==> config.mk <==
export PLATFORM = sky130hd
export DESIGN_NAME = angle_calc_sched
export DESIGN_NICKNAME = d
export VERILOG_FILES = /design/src/rtl/angle_calc_sched.sv
export SDC_FILE = /design/constraint.sdc
export NUM_CORES = 1
export LEC_CHECK = 0
export CAP_MARGIN = 20
export CORE_ASPECT_RATIO = 0.8
export CORE_UTILIZATION = 45
export DETAILED_ROUTE_END_ITERATION = 12
export PLACE_DENSITY = 0.81
export RECOVER_POWER = 100
export SKIP_LAST_GASP = 1
export SYNTH_ARGS = -nofsm -noshare
export SYNTH_HDL_FRONTEND = slang
export SYNTH_SLANG_ARGS = --single-unit
export TNS_END_PERCENT = 10
==> constraint.sdc <==
create_clock -name clk -period 2.6 [get_ports clk]
set_input_delay 0.52 -clock clk [delete_from_list [all_inputs] [get_ports clk]]
set_output_delay 0.52 -clock clk [all_outputs]
set_load 0.01 [all_outputs]
==> src/rtl/angle_calc_sched.sv <==
// Per-frame pan-angle sequencer: walks each fixture through calc_setup and a shared divider, then writes the result.
// Optional build macro ANGLE_DIST_OUT_EN adds the squared-distance output (x_dif_sq + y_dif_sq).
module angle_calc_sched #(
  parameter int NUM_LIGHTS  = 4,
  parameter int SETUP_LAT   = 2,
  parameter int DIV_TIMEOUT = 64
) (
  input  logic        clk,
  input  logic        reset,
  input  logic        frame_valid,
  input  logic [10:0] x_com,
  input  logic [9:0]  y_com,
  input  logic [10:0] light_x,
  input  logic [9:0]  light_y,
  output logic [1:0]  light_sel,
  output logic [10:0] x_com_q,
  output logic [9:0]  y_com_q,
  output logic [10:0] x_light_q,
  output logic [9:0]  y_light_q,
  input  logic [10:0] pan_dividend,
  input  logic [10:0] pan_divisor,
  output logic        div_start,
  output logic [10:0] div_dividend,
  output logic [10:0] div_divisor,
  input  logic        div_done,
  input  logic [10:0] div_quotient,
  output logic        pan_we,
  output logic [1:0]  pan_idx,
  output logic [10:0] pan_val,
  output logic        busy,
  output logic        overrun,
  output logic        div_err,
  output logic [2:0]  state_dbg
`ifdef ANGLE_DIST_OUT_EN
  ,
  input  logic [21:0] x_dif_sq,
  input  logic [19:0] y_dif_sq,
  output logic [22:0] dist_sq
`endif
);

  localparam int CNT_MAX = (SETUP_LAT > DIV_TIMEOUT) ? SETUP_LAT : DIV_TIMEOUT;
  localparam int CW = $clog2(CNT_MAX + 1);
  localparam logic [CW-1:0] SETUP_END = CW'((SETUP_LAT > 0) ? SETUP_LAT - 1 : 0);
  localparam logic [CW-1:0] TMO_END   = CW'((DIV_TIMEOUT > 0) ? DIV_TIMEOUT - 1 : 0);
  localparam logic [1:0]    LAST_SEL  = 2'(NUM_LIGHTS - 1);

  typedef enum logic [2:0] {
    IDLE       = 3'd0,
    LOAD       = 3'd1,
    SETUP_WAIT = 3'd2,
    DIV_START  = 3'd3,
    DIV_WAIT   = 3'd4,
    WRITE      = 3'd5,
    NEXT       = 3'd6
  } state_t;

  state_t          state, state_n;
  logic [CW-1:0]   cnt;
  logic            pending;
  logic [10:0]     pend_x;
  logic [9:0]      pend_y;
  logic [10:0]     div_dividend_r, div_divisor_r;

  assign busy      = (state != IDLE);
  assign state_dbg = state;

  // Divider handshake: div_start is a one-cycle request with operands valid in that same cycle
  // and held until the request ends; div_done is only honoured while waiting in DIV_WAIT.
  assign div_start    = (state == DIV_START) && (pan_divisor != '0);
  assign div_dividend = (state == DIV_START) ? pan_dividend : div_dividend_r;
  assign div_divisor  = (state == DIV_START) ? pan_divisor  : div_divisor_r;

  always_comb begin
    state_n = state;
    case (state)
      IDLE:       if (frame_valid || pending) state_n = LOAD;
      LOAD:       state_n = (SETUP_LAT == 0) ? DIV_START : SETUP_WAIT;
      SETUP_WAIT: if (cnt == SETUP_END) state_n = DIV_START;
      DIV_START:  state_n = (pan_divisor == '0) ? WRITE : DIV_WAIT;
      DIV_WAIT:   if (div_done || cnt == TMO_END) state_n = WRITE;
      WRITE:      state_n = NEXT;
      NEXT:       state_n = (light_sel == LAST_SEL) ? IDLE : LOAD;
      default:    state_n = IDLE;
    endcase
  end

  always_ff @(posedge clk or negedge reset) begin
    if (!reset) begin
      state          <= IDLE;
      cnt            <= '0;
      pending        <= 1'b0;
      pend_x         <= '0;
      pend_y         <= '0;
      light_sel      <= '0;
      x_com_q        <= '0;
      y_com_q        <= '0;
      x_light_q      <= '0;
      y_light_q      <= '0;
      div_dividend_r <= '0;
      div_divisor_r  <= '0;
      pan_we         <= 1'b0;
      pan_idx        <= '0;
      pan_val        <= '0;
      overrun        <= 1'b0;
      div_err        <= 1'b0;
    end else begin
      state  <= state_n;
      pan_we <= (state == WRITE);
      if (state == WRITE) pan_idx <= light_sel;

      case (state)
        IDLE: begin
          light_sel <= '0;
          // A fresh centroid arriving now beats the older pending one.
          if (frame_valid) begin
            x_com_q <= x_com;
            y_com_q <= y_com;
            pending <= 1'b0;
          end else if (pending) begin
            x_com_q <= pend_x;
            y_com_q <= pend_y;
            pending <= 1'b0;
          end
        end
        LOAD: begin
          x_light_q <= light_x;
          y_light_q <= light_y;
          cnt       <= '0;
        end
        SETUP_WAIT: cnt <= cnt + 1'b1;
        DIV_START: begin
          cnt            <= '0;
          div_dividend_r <= pan_dividend;
          div_divisor_r  <= pan_divisor;
          if (pan_divisor == '0) pan_val <= 11'h7FF;
        end
        DIV_WAIT: begin
          cnt <= cnt + 1'b1;
          if (div_done) begin
            pan_val <= div_quotient;
          end else if (cnt == TMO_END) begin
            pan_val <= '0;
            div_err <= 1'b1;
          end
        end
        NEXT: if (light_sel != LAST_SEL) light_sel <= light_sel + 1'b1;
        default: ;
      endcase

      if (frame_valid && state != IDLE) begin
        if (pending) overrun <= 1'b1;
        pending <= 1'b1;
        pend_x  <= x_com;
        pend_y  <= y_com;
      end
    end
  end

`ifdef ANGLE_DIST_OUT_EN
  always_ff @(posedge clk or negedge reset) begin
    if (!reset) begin
      dist_sq <= '0;
    end else if (state == DIV_START) begin
      dist_sq <= 23'(x_dif_sq) + 23'(y_dif_sq);
    end
  end
`endif

endmodule

; Word level (Yosys, flattened, before mapping)
; Cells that the tools add are included.
; W data, S select, Z words.
[op_classes]
reduce_logical = 21
n_mux = 21
eq_ne = 16
n_bitwise = 1
addsub = 2
[ops]
columns = operator, n
row1 = $mux W11, 7
row2 = $pmux W11 S2, 1
row3 = $pmux W3 S7, 1
row4 = $mux W10, 2
row5 = $pmux W7 S2, 1
row6 = $logic_not A11 Y1, 1
row7 = $reduce_bool A11 Y1, 1
row8 = $ne A2 B2 Y1 const B, 5
row9 = $reduce_bool A2 Y1, 5
row10 = $eq A3 B3 Y1 const B, 3
row11 = $mux W3, 3
row12 = $reduce_and A3 Y1, 3
row13 = $add A7 B1 Y7 const B, 1
row14 = $eq A7 B1 Y1 const B, 1
row15 = $eq A7 B6 Y1 const B, 1
row16 = $eq A3 B2 Y1 const B, 2
row17 = $reduce_and A2 Y1, 3
row18 = $mux W1, 4
row19 = $pmux W2 S2, 1
row20 = $reduce_or A2 Y1, 2
row21 = $eq A3 B1 Y1 const B, 1
row22 = $logic_not A3 Y1, 1
row23 = $ne A3 B3 Y1 const B, 1
row24 = $reduce_bool A3 Y1, 1
row25 = 7 further kinds, 9
[totals]
regBits = 114
in_bits = 79
word_cells = 78

; Logic depth before layout (Yosys ltp)
; Gate-level depths: netlist of run 1.
[logic_depth]
ltp_word = 4
mapped_depth = 7
depth_no_buf = 6

; Worst setup path before layout of run 1
; No wires, ideal clock.
[synth_path]
path_type = register to output
from = register state[1], in the netlist state_dbg[1]
to = output div_dividend[2]
t_arrival_ns = 1.430
path_slack_ns = 0.650
required_ns = 2.080
path_stages_with_launch = 5
n_path_buf = 2
path_cell_list = dfrtp_1 -> buf_4 -> nand3b_1 -> buf_2 -> mux2_2
[synth_via]
elab_chain_cells = 2
[synth_rtl]
columns = item, line
row1 = start: declaration, 58  ; state_t state, state_n;
row2 = start signal: assignment, 108  ; state <= state_n;
row3 = $eq A3 B2 Y1, 71  ; assign div_dividend = (state == DIV_START) ? pan_dividend : div_dividend_r;
row4 = $mux W11, n/a
row5 = end: declaration, 23  ; output logic [10:0] div_dividend,
; No other way between the ends.

; Final worst setup path of run 1
[layout_path]
from = register state[0], in the netlist state_dbg[0]
to = output div_divisor[10]
[layout_via]
elab_chain_cells = 2
[layout_rtl]
columns = item, line
row1 = $eq A3 B2 Y1, 72  ; assign div_divisor = (state == DIV_START) ? pan_divisor : div_divisor_r;
row2 = $mux W11, n/a
row3 = end: declaration, 24  ; output logic [10:0] div_divisor,
; No other way between the ends.

==> metrics, run 1 <==
switching share of total power 32.5%; post-synth top area share 58.2%; die span in x 119 um; sequential power share 33.6%; post-DP HPWL 8.50 mm; # Max-Cap Violations 1; Bufs on Longest Clock Path 2; Area Overhead vs Synth 47.9%; Total GRT Usage 22.3%; Clock Sinks 114; first-pass GRT wire length 19.2 mm; clk_skew 6.76 ps; largest net degree at the start of global routing 44; status finished with violations; Finished Cell Area 7240 um2; Clock Tree Root clkbuf_16; Placement Cell Area 6730 um2; effective utilization at floorplan 47.1%; Leakage 3.07 nW; most frequently used flop master after synthesis dfrtp_1; sequential fraction of the synthesis area 58.2%; hold crit path type flip-flop to flip-flop; Final nets 633; Power per Cell Area 1260 nW/um2; Residual DRC 0; Final ANT Viol Nets 0; Crit. End Element output port; largest vdd supply drop 721 uV; remaining global-route overflow 0; CP Class flip-flop to output port; P_int 6.14 mW; post-CTS setup buffer count 0; H-tree depth 4; Syn. warnings 0; WP data required 2080 ps; synth top area cells dfrtp_1 (58%), mux2_2 (10%), mux2_1 (4.6%), mux2i_1 (4.5%), a21oi_2 (3.4%); Synth Register Bits 114; Die ar. 11300 um2; Final Hold Viols 0; synth unique cells 43; asr flop ratio synth 100%; Synth area leader dfrtp_1; CTS tree done; clock latency on the worst-skew pair 400 ps; Final WS setup -11.8 ps; RSZ-0062 raised after global routing yes; initial antenna violation count 0; Final Critical Period 2610 ps; DIE HEIGHT 95.3 um; syn nets 454; failing checks capacitance limit, slew limit, setup timing; P_sw 2.96 mW; post-place setup slack -310 ps; nature of the critical path startpoint flip-flop; 1st-pass router iterations 4; hold path cells 1; via count 3643; share of cells above drive strength 1 20.2%; # diodes 0; drt via density 5.17; reg2reg path depth 6; total core area 10400 um2; Reg clk slew, reported paths 50 ps; drt total wl 12.1 mm; final number of setup-violating endpoints 4; DR iter-0 viols 108; Avg Inst Size Synth 13.2 um2; Comb power frac 44.0%; most frequent cell after synthesis dfrtp_1; Tightest Pin Transition 1810 ps; IO Port Bufs 165; Slew HR -20.9%; vias in the first global route 3855; cells after synthesis 372; Clock Power Share 22.5%; IO Pins 166; post-synthesis cell area 4900 um2; Avg WL per Cell 17.1 um; crit-path max FO 25; total clock buffers created by CTS 17; number of synthesized flops with an enable pin 0; # hold bufs at CTS 0; f_max 383 MHz; Final period util 100%; GPL Wtd Cong 0.813; Worst EP arrival 2090 ps; Commonest cells post-synth dfrtp_1 (114), mux2_2 (44), nor2_1 (33), mux2i_1 (22), mux2_1 (20); Rows 33; Slew Viols, Final 34
==> registers in the layout, summed over array words and instances, names as in the netlist <==
signal          flops
div_dividend_r     11
pan_idx             2
overrun             1
cnt                 7
y_com_q            10
x_light_q          11
state_dbg           3
div_divisor_r      11
pan_val            11
pan_we              1
pending             1
x_com_q            11
light_sel           2
y_light_q          10
pend_x             11
pend_y             10
div_err             1
==> cell type report <==
type                    instances  area [um2]
fillers                       769        3160
flip-flops and latches        114        2850
multi-input cells             232        1880
repair buffers                182        1800
clock buffers                  27         493
well taps                     140         175
clock inverters                 5        27.5
inverters                       4        15.0
==> placed cells by master (no fill, tap or decap), drive strengths merged, types with 2 or more instances in the layout <==
cell,n
mux2i,22
nand2,15
nand3b,2
a21oi,23
dlygate4sd2,2
a221o,11
or3,2
nor2b,2
o21ai,15
o31a,2
buf,14
dlymetal6s2s,2
dfrtp,114
clkbuf,31
mux2,64
nand3,6
inv,4
o31ai,2
ha,3
nor3,6
a31oi,2
o21a,3
nand2b,5
nor4,3
clkinv,4
clkdlybuf4s50,160
nor2,34
==> stage by stage <==
step	instances	setup TNS, ps	power, mW	hold slack, ps	util [%]
2_1_floorplan	372	0	5.15	224	-
3_3_place_gp	672	-326	6.94	453	64.7
3_5_place_dp	672	-310	7.10	450	64.7
4_1_cts	704	-187	9.19	73.8	69.8
5_1_grt	704	-1210	9.62	486	69.6
6_report	704	-27.8	9.10	464	69.6
==> routing by layer <==
metal	share of wire [%]	global-route usage, %	vias up
li1	-	-	1687
met1	41	26.4	1805
met4	1.2	8.54	0
met3	7.6	8.13	16
met2	50	37.7	135
met5	0	0	-
==> worst max-delay path: stages (launching register included) <==
cell,delay [ps]
dfrtp_2,450
nand3b_1,150
buf_12,200
mux2_2,360
clkdlybuf4s50_1,520
==> power groups by stage <==
stage	Clock, mW	Combinational [mW]	Sequential, mW
after floorplan	0	1.96	3.19
after global placement	0	3.94	3.00
after detailed placement	0	4.03	3.07
after CTS	2.07	4.06	3.06
after global routing	2.15	4.31	3.15
final	2.04	4.00	3.06
==> final timing paths <==
check                                   from         endpoint  slack [ps]
max in group asynchronous              reset     state_dbg[0]         400
worst min-delay path                 div_err          div_err         460
min in group asynchronous              reset       pan_val[0]         600
worst max-delay path            state_dbg[0]  div_divisor[10]         -10
worst min register to register       div_err          div_err         460
worst max register to register  state_dbg[1]       y_com_q[1]         670
==> cells by family (layout without fill, tap and decap cells) <==
family	after synthesis	count (layout)	share of synthesized area, %
compound gates	64	64	10.0
xor+xnor	1	1	0.179
fa+ha+maj	3	3	0.766
buf+inv	26	218	3.55
flops	114	114	58.2
mux	86	86	19.2
simple gates	78	78	8.02
==> what timing repair did <==
item,CTS,global route
resized for setup,5,2
setup endpoints to repair,23,22
pin swaps,1,0
Note: power is estimated with default switching activity, not from simulation.
==> inputs of run 2 (changes only) <==
--- a/config.mk
+++ b/config.mk
@@ -7,11 +7,13 @@
 export LEC_CHECK = 0
 export CAP_MARGIN = 20
 export CORE_ASPECT_RATIO = 0.8
+export CORE_MARGIN = 8
 export CORE_UTILIZATION = 45
 export DETAILED_ROUTE_END_ITERATION = 12
 export PLACE_DENSITY = 0.81
 export RECOVER_POWER = 100
 export SKIP_LAST_GASP = 1
+export SLEW_MARGIN = 20
 export SYNTH_ARGS = -nofsm -noshare
 export SYNTH_HDL_FRONTEND = slang
 export SYNTH_SLANG_ARGS = --single-unit
==> metrics, run 2 (same netlist as run 1, synthesis figures left out) <==
H-tree depth 4; vias in the first global route 3899; crit path cell chain nand3b_1 > buf_12 > mux2_2 > clkdlybuf4s50_1; 1st-pass router iterations 4; Final period util 99.3%; Area Overhead vs Synth 47.9%; CTS tree done; Final Util 67.6%; Leakage 3.08 nW; Placement Cell Area 6730 um2; Avg WL per Cell 17.8 um; Slew HR 16.6%; Slew Viols, Final 0; Power per Cell Area 1250 nW/um2; first-pass GRT wire length 20.6 mm; nature of the critical path startpoint flip-flop; CP Class flip-flop to output port; drt via density 5.14; f_max 387 MHz; DIE HEIGHT 109 um; IO Port Bufs 165; Clock Tree Root clkbuf_16; Layout fillers 805; Rows 34; share of cells above drive strength 1 19.7%; WP data required 2080 ps; Residual DRC 0; drt total wl 12.5 mm; Finished Cell Area 7250 um2; Largest stage delay, worst path 510 ps; RSZ-0062 raised after global routing yes; largest vdd supply drop 759 uV; GPL Wtd Cong 0.778; final number of setup-violating endpoints 0; largest net degree at the start of global routing 50; most frequent cells in the layout dfrtp_1 (114), clkdlybuf4s50_1 (98), dlygate4sd3_1 (63); most common cell after layout, fill and taps aside dfrtp_1; post-DP HPWL 9.19 mm; die span in x 133 um; Total GRT Usage 18.0%; remaining global-route overflow 0; IO Pins 166; clk_skew 11.0 ps; clock latency on the worst-skew pair 400 ps; Crit. End Element output port; Setup TNS 0 ps; Final ANT Viol Nets 0; total core area 10700 um2; # diodes 0; Tightest Pin Transition 1250 ps; crit-path max FO 25; Clock Sinks 114; DR iter-0 viols 169; total clock buffers created by CTS 17; initial antenna violation count 0; via count 3615; effective utilization at floorplan 45.7%; hold crit path type input port to asynchronous set/reset pin; Final nets 631; Worst EP arrival 2060 ps; Bufs on Longest Clock Path 2; Final Critical Period 2580 ps; Final Hold Viols 0; # Max-Cap Violations 0; CP max stage cell clkdlybuf4s50_1; Die ar. 14500 um2; Reg clk slew, reported paths 50 ps; status finished, final reports clean
run 2: worst paths after layout:
path                               from                to  slack [ps]  cells past startpoint
max                        state_dbg[0]    div_divisor[0]          20                      4
min                               reset      y_light_q[0]         380                      1
max reg2reg                state_dbg[1]        x_com_q[1]         280                      6
min reg2reg                     div_err           div_err         450                      1
max in group asynchronous         reset  div_divisor_r[0]         640                      2
min in group clk                div_err           div_err         450                      1
run 2: per-layer routing:
layer  global-route usage [%]  vias to the layer above  part of all wire [%]
met4                     6.14                        0                   1.1
met5                        0                        -                     0
met3                     10.2                       15                    10
li1                         -                     1692                     -
met1                     19.1                     1779                    39
met2                     30.2                      129                    49
run 2: final cells by class:
| class | instances | area (um2) | share of cell area, % |
|---|---|---|---|
| multi-input cells | 232 | 1870 | 25.8 |
| flip-flops and latches | 114 | 2850 | 39.4 |
| clock buffers | 25 | 515 | 7.11 |
| well taps | 144 | 180 | 2.49 |
| inverters | 4 | 15.0 | 0.207 |
| repair buffers | 180 | 1740 | 24.0 |
| clock inverters | 4 | 72.6 | 1.00 |
run 2: metrics by stage:
| stage | hold slack [ps] | worst slack, ps | total power [mW] | instances |
|---|---|---|---|---|
| final | 384 | 18.1 | 9.07 | 703 |
| after global routing | 472 | -87.9 | 9.64 | 703 |
| after CTS | 169 | -50.9 | 9.48 | 703 |
| after detailed placement | 446 | -191 | 7.12 | 674 |
| after global placement | 447 | -210 | 6.99 | 674 |
| after floorplan | 224 | 650 | 5.15 | 372 |
run 2: worst max-delay path, delay by kind of cell, from the launching register on:
family                 cells  cell delay (ps)
and+or+nand+nor            1              160
DFF                        1              430
muxes                      1              360
buffers and inverters      2              700
run 2: power breakdown:
group | switching [mW] | total [mW] | leakage [nW] | internal, mW
clock | 0.741 | 2.29 | 0.287 | 1.54
sequential | 0.397 | 3.01 | 1.35 | 2.61
combinational | 1.77 | 3.78 | 1.44 | 2.02
total | 2.90 | 9.07 | 3.08 | 6.17
run 2: timing repair:
item | in CTS | in global routing
hold buffers | 0 | 0
buffers inserted | 0 | 0
endpoints found under the setup margin | 8 | 23
pin swaps | 1 | 0
gates resized for setup | 2 | 2
